File: src/rtl/fetch_pcctl_pkg.sv
// Shared fetch-pipe types and RISC-V opcode constants used by the PC sequencer.
package fetch_pcctl_pkg;

  localparam int unsigned XLEN = 64;
  localparam int unsigned ILEN = 32;
  localparam int unsigned OPW  = 7;

  localparam logic [OPW-1:0] OP_B    = 7'b1100011;
  localparam logic [OPW-1:0] OP_JAL  = 7'b1101111;
  localparam logic [OPW-1:0] OP_JALR = 7'b1100111;

  typedef enum logic [1:0] {
    REQ   = 2'd0,
    HOLD  = 2'd1,
    DRAIN = 2'd2,
    JWAIT = 2'd3
  } fetch_state_t;

  typedef struct packed {
    logic [XLEN-1:0] pc;
    logic [ILEN-1:0] instr;
    logic [XLEN-1:0] predpc;
  } fetch_data_t;

  function automatic logic [OPW-1:0] opcode_of(input logic [ILEN-1:0] instr);
    return instr[OPW-1:0];
  endfunction

endpackage

File: src/rtl/fetch_pcctl_predictpc.sv
// Static next-PC predictor: branches predicted taken, JAL followed, JALR unknown (0).
module fetch_pcctl_predictpc
  import fetch_pcctl_pkg::*;
(
  input  logic [XLEN-1:0] pc,
  input  logic [ILEN-1:0] instr,
  output logic [XLEN-1:0] predpc_c
);

  logic [XLEN-1:0] imm_b;
  logic [XLEN-1:0] imm_j;

  assign imm_b = {{51{instr[31]}}, instr[31], instr[7], instr[30:25], instr[11:8], 1'b0};
  assign imm_j = {{43{instr[31]}}, instr[31], instr[19:12], instr[20], instr[30:21], 1'b0};

  // Plain modulo-2^64 adds; wrap-around and misaligned targets pass through
  always_comb begin
    predpc_c = pc + XLEN'(4);
    unique case (opcode_of(instr))
      OP_B:    predpc_c = pc + imm_b;
      OP_JAL:  predpc_c = pc + imm_j;
      OP_JALR: predpc_c = '0;
      default: predpc_c = pc + XLEN'(4);
    endcase
  end

endmodule

File: src/rtl/fetch_pcctl.sv
// Fetch-stage PC sequencer: issues instruction bus requests, predicts the next PC,
// presents fetched instructions to decode and absorbs execute-stage redirects.
module fetch_pcctl
  import fetch_pcctl_pkg::*;
#(
  parameter logic [63:0] RESET_PC = 64'h0000_0000_8000_0000
) (
  input  logic            clk,
  input  logic            reset,
  output logic            ireq_valid,
  output logic [XLEN-1:0] ireq_addr,
  input  logic            iresp_data_ok,
  input  logic [ILEN-1:0] iresp_data,
  input  logic            redirect_valid,
  input  logic [XLEN-1:0] redirect_pc,
  output logic            f_valid,
  input  logic            f_ready,
  output logic [XLEN-1:0] f_pc,
  output logic [ILEN-1:0] f_instr,
  output logic [XLEN-1:0] f_predpc
);

  fetch_state_t    state_q, state_d;
  logic [XLEN-1:0] pc_q, pc_d;
  logic [ILEN-1:0] instr_q, instr_d;
  logic [XLEN-1:0] predpc_q, predpc_d;
  logic [XLEN-1:0] req_addr_q, req_addr_d;
  logic            ireq_valid_q, ireq_valid_d;
  logic            f_valid_q, f_valid_d;
  logic [XLEN-1:0] pred_c;
  fetch_data_t     f_data;

  fetch_pcctl_predictpc u_predictpc (
    .pc       (pc_q),
    .instr    (iresp_data),
    .predpc_c (pred_c)
  );

  always_ff @(posedge clk or negedge reset) begin
    if (!reset) begin
      state_q      <= REQ;
      pc_q         <= RESET_PC;
      instr_q      <= '0;
      predpc_q     <= '0;
      req_addr_q   <= RESET_PC;
      ireq_valid_q <= 1'b0;
      f_valid_q    <= 1'b0;
    end else begin
      state_q      <= state_d;
      pc_q         <= pc_d;
      instr_q      <= instr_d;
      predpc_q     <= predpc_d;
      req_addr_q   <= req_addr_d;
      ireq_valid_q <= ireq_valid_d;
      f_valid_q    <= f_valid_d;
    end
  end

  // Next-state logic; a redirect overrides every other event in every state
  always_comb begin
    state_d   = state_q;
    pc_d      = pc_q;
    instr_d   = instr_q;
    predpc_d  = predpc_q;
    f_valid_d = f_valid_q;

    unique case (state_q)
      REQ: begin
        if (redirect_valid) begin
          pc_d      = redirect_pc;
          f_valid_d = 1'b0;
          state_d   = iresp_data_ok ? REQ : DRAIN;
        end else if (iresp_data_ok) begin
          instr_d   = iresp_data;
          predpc_d  = pred_c;
          f_valid_d = 1'b1;
          state_d   = (opcode_of(iresp_data) == OP_JALR) ? JWAIT : HOLD;
        end
      end
      HOLD: begin
        if (redirect_valid) begin
          pc_d      = redirect_pc;
          f_valid_d = 1'b0;
          state_d   = REQ;
        end else if (f_ready) begin
          pc_d      = predpc_q;
          f_valid_d = 1'b0;
          state_d   = REQ;
        end
      end
      DRAIN: begin
        f_valid_d = 1'b0;
        if (redirect_valid) begin
          pc_d = redirect_pc;
        end
        if (iresp_data_ok) begin
          state_d = REQ;
        end
      end
      JWAIT: begin
        if (redirect_valid) begin
          pc_d      = redirect_pc;
          f_valid_d = 1'b0;
          state_d   = REQ;
        end else if (f_ready) begin
          f_valid_d = 1'b0;
        end
      end
      default: begin
        state_d   = REQ;
        f_valid_d = 1'b0;
      end
    endcase
  end

  // The bus address only moves when a fresh request starts; DRAIN keeps the old one
  always_comb begin
    ireq_valid_d = (state_d == REQ) || (state_d == DRAIN);
    req_addr_d   = (state_d == REQ) ? pc_d : req_addr_q;
  end

  assign f_data = '{pc: pc_q, instr: instr_q, predpc: predpc_q};

  assign ireq_valid = ireq_valid_q;
  assign ireq_addr  = req_addr_q;
  assign f_valid    = f_valid_q & ~redirect_valid;
  assign f_pc       = f_data.pc;
  assign f_instr    = f_data.instr;
  assign f_predpc   = f_data.predpc;

endmodule

File: config.mk
export PLATFORM = sky130hd
export DESIGN_NAME = fetch_pcctl
export DESIGN_NICKNAME = d
export VERILOG_FILES = /design/src/rtl/fetch_pcctl_pkg.sv /design/src/rtl/fetch_pcctl_predictpc.sv /design/src/rtl/fetch_pcctl.sv
export SDC_FILE = /design/constraint.sdc
export NUM_CORES = 1
export LEC_CHECK = 0
export BUFFER_PORTS_ARGS = -buffer_cell sky130_fd_sc_hd__buf_4
export CAP_MARGIN = 30
export CELL_PAD_IN_SITES_DETAIL_PLACEMENT = 1
export CELL_PAD_IN_SITES_GLOBAL_PLACEMENT = 1
export CORE_ASPECT_RATIO = 0.6
export CORE_MARGIN = 3
export CORE_UTILIZATION = 45
export DETAILED_ROUTE_END_ITERATION = 7
export PLACE_DENSITY = 0.95
export SKIP_LAST_GASP = 1
export SYNTH_ARGS = -nofsm -noshare
export SYNTH_HDL_FRONTEND = slang
export SYNTH_SLANG_ARGS = --single-unit
File: constraint.sdc
create_clock -name clk -period 5.47 [get_ports clk]
set_clock_uncertainty 0.05 [all_clocks]
set_input_delay 1.094 -clock clk [delete_from_list [all_inputs] [get_ports clk]]
set_output_delay 1.094 -clock clk [all_outputs]
set_load 0.05 [all_outputs]
==> results.md <==
- Yosys reg bits: 228
- Die Wd: 235 µm
- Die area: 33700 µm²
- Final setup TNS: 0 ns
- Slowest-stage cell, CP: or4_4
- Total Wirelength: 56.6 mm
- Synth warn: 0
- Slew HR: 0.302
- H-tree levels: 1
- IO Pins: 327
- Cell breakdown of the critical path: buf_4 -> nand3_1 -> nor3b_1 -> nand3_1 -> buf_4 -> nand2_1 -> o21ai_0 -> ha_1 -> nand2_1 -> or4_4 -> or4_1 -> o32ai_2 -> o211ai_2 -> a211oi_2 -> o21ai_2 -> or4_4 -> a41oi_2
- Clock insertion delay at the later pin of the skew report: 0.55 ns
- GRT Max-Usage Layer: met2
- Final RePlAce weighted congestion: 0.932
- Starting Density: 0.464
- First DRT Iteration DRCs: 1182
- CP required: 5.89 ns
- CP top delay family: simple AND/OR/NAND/NOR gates
- Initial antenna violation count: 1
- Mean post-synth cell area: 9.14 µm²
- Vias in the first global route: 14500
- FF/Latch Area: 5710 µm²
- Core Area: 30500 µm²
- Die height: 143 µm
- Top cell types by occurrence after synthesis: nand2_1, dfrtp_1, o21ai_0
- Top cell type's share of synthesized area: 0.400
- DR pass1 iterations: 5
- Pins Over Slew Limit: 0
- Max Freq: 0.201 GHz
- Delay of the slowest critical-path stage: 0.50 ns
- Reg2reg path depth: 9
- PD cells: 424 nW/µm²
- Pleak: 8.67 nW
- Synth Instances: 1548
- Row count: 49
- Final hold viol count: 0
- # nets final: 2012
- GRT overflow: 0
- Max_cap viols: 0
- Library cells used by synthesis: 65
- Synth Cell Area: 14100 µm²
- WP data arrival: 5.40 ns
- Via-to-Cell Ratio: 6.20
- Cts repair resizes: 0
- Layout cells sized above 1: 0.254
- R2r startpoint: f_pc[2]$_DFF_PN0_
- GRT Total Usage: 0.329
- RSZ-0062 raised after global routing: false
- Hold Crit Class: reg -> reg
- Clock sinks: 228
- R2R setup slack: 1.08 ns
- Max Buffers Root-to-Sink: 3
- Async set or reset register ratio after synthesis: 1.00
- Count leader, synth: nand2_1
- Hold EP: f_instr[29]$_DFFE_PN0P_
- Seq/Total Area, Yosys: 0.404
- Clk slew on worst S/H paths: 0.08 ns
- WHS Path Cells: 2
- Reg2reg end: f_predpc[60]$_DFFE_PN0P_
- CTS Buf Count: 24
- Largest net degree at the start of global routing: 114
- Antenna viol nets, final: 0
- Setup Buffers After CTS: 0
- # DRC: 0
- # setup viols final: 0
- Hold Crit Start: f_instr[29]$_DFFE_PN0P_
- Routed WL per cell: 25.0 µm
- Global Route met1 Usage: 0.468
- Peak supply drop: 261 µV
- CP Class: in -> reg
- CP Buf/Inv Count: 2
- Area of the multi-input gates: 8050 µm²
- Startpoint class of the critical path: input port
- CTS tree: done
- Largest area contributor in the netlist: dfrtp_1
- Status: complete, no violations
- Fill count: 3490
- First-pass GRT wire length: 87.8 mm
- Met2 usage: 0.515
- Final HPWL DP: 41.4 mm
- Crit Path Max Fanout: 14
- Diodes inserted: 0
- Final min period: 4.99 ns
- Top post-synthesis cells by area: dfrtp_1, nand2_1, ha_1
- Main synth FF type: dfrtp_1
- Routed via count: 14100
- Syn nets: 1718
- Final period util: 0.911
- Hold_buf cts: 0
- Min Hold Slack: 0.428 ns
- Crit end category: register
- GR Util met3: 0.0781
- # port buffers: 326
- CTS root buf: clkbuf_16
- EDFF count, synth: 0
- Area grow syn2layout: 25.9%
- Worst slew pin tran: 1.04 ns
-- worst register-to-register path, delay by kind of cell, from the launching register on --
kind | cells | cell delay [ns]
AO/OA/AOI/OAI | 2 | 0.40
adder cells (fa/ha/maj) | 1 | 0.33
flip-flops | 1 | 0.53
AND/OR/NAND/NOR | 6 | 3.00
-- cell families (layout without fill, tap and decap cells) --
group           Yosys count  count (layout)  synth area share
simple gates            525             525             0.167
flops                   228             228             0.404
fa+ha+maj                69              69            0.0616
compound gates          364             364             0.164
mux                     139             139             0.104
buf+inv                 111             423            0.0296
xor+xnor                112             112            0.0694
-- power breakdown --
group,internal (mW),switching [mW]
clock,0.991,0.734
combinational,1.06,2.31
sequential,2.04,0.410
total,4.09,3.45
-- per-layer routing --
| layer | share of wire | up-vias |
|---|---|---|
| met2 | 0.44 | 636 |
| met5 | 0.00023 | - |
| met1 | 0.45 | 7222 |
| met3 | 0.088 | 94 |
| li1 | - | 6105 |
| met4 | 0.021 | 2 |
-- state kept, by name, summed over array words and instances (netlist names) --
register    count
ireq_addr      64
f_pc           64
f_instr        32
f_valid_q       1
ireq_valid      1
state_q         2
f_predpc       64
-- placed cells by master, fill, tap and decap left out, types with 4 or more instances in the layout --
cell type and instances:
o21ai_1 4, and2_1 9, and4_1 7, xnor2_1 63, xor2_1 49, a21oi_1 78, nor3b_1 6, clkbuf_8 4
mux2i_1 70, nand2_1 243, mux2_2 69, buf_4 345, o21ai_0 124, a221oi_1 34, dfrtp_1 226, or3_1 5
o211ai_1 4, and3_1 14, a21o_1 29, nor2b_1 10, nor4_1 5, ha_1 68, nand3_1 36, nand2b_1 11
o221ai_1 15, nand4_1 29, clkbuf_1 10, inv_1 31, a31oi_1 10, clkbuf_16 25, nor3_1 13, nor2_1 121
a211oi_1 6, o21a_1 11, o21bai_1 16
-- final cells by class --
cell class | count | area share
multi-input cells | 1209 | 0.452
well taps | 408 | 0.0287
flip-flops and latches | 228 | 0.320
repair buffers | 348 | 0.148
clock inverters | 5 | 0.00436
inverters | 31 | 0.00653
clock buffers | 39 | 0.0403
-- metrics by stage --
stage / instances / setup WS (ns) / util / power [mW] / instance area [µm²]
final: 2268 / 0.485 / 0.584 / 7.54 / 17800
after global routing: 2268 / 0.0851 / 0.584 / 7.85 / 17800
after CTS: 2268 / 0.535 / 0.584 / 7.53 / 17800
after detailed placement: 2224 / 0.0211 / 0.558 / 5.78 / 17000
after global placement: 2222 / 0.162 / 0.558 / 5.65 / 17000
after floorplan: 1548 / 0.418 / - / 4.57 / 14100
-- how the worst max path moves through the flow --
stage	slack, ns	endpoint	startpoint	cells past startpoint
floorplan	0.42	f_predpc[60]$_DFFE_PN0P_	iresp_data[5]	17
global placement	0.16	f_predpc[60]$_DFFE_PN0P_	iresp_data[5]	17
detailed placement	0.02	f_predpc[60]$_DFFE_PN0P_	iresp_data[5]	17
CTS	0.54	f_predpc[60]$_DFFE_PN0P_	iresp_data[5]	17
global route	0.09	f_predpc[32]$_DFFE_PN0P_	iresp_data[1]	18
finish	0.48	f_predpc[60]$_DFFE_PN0P_	iresp_data[5]	17
Power figures use the tool's default switching activity.
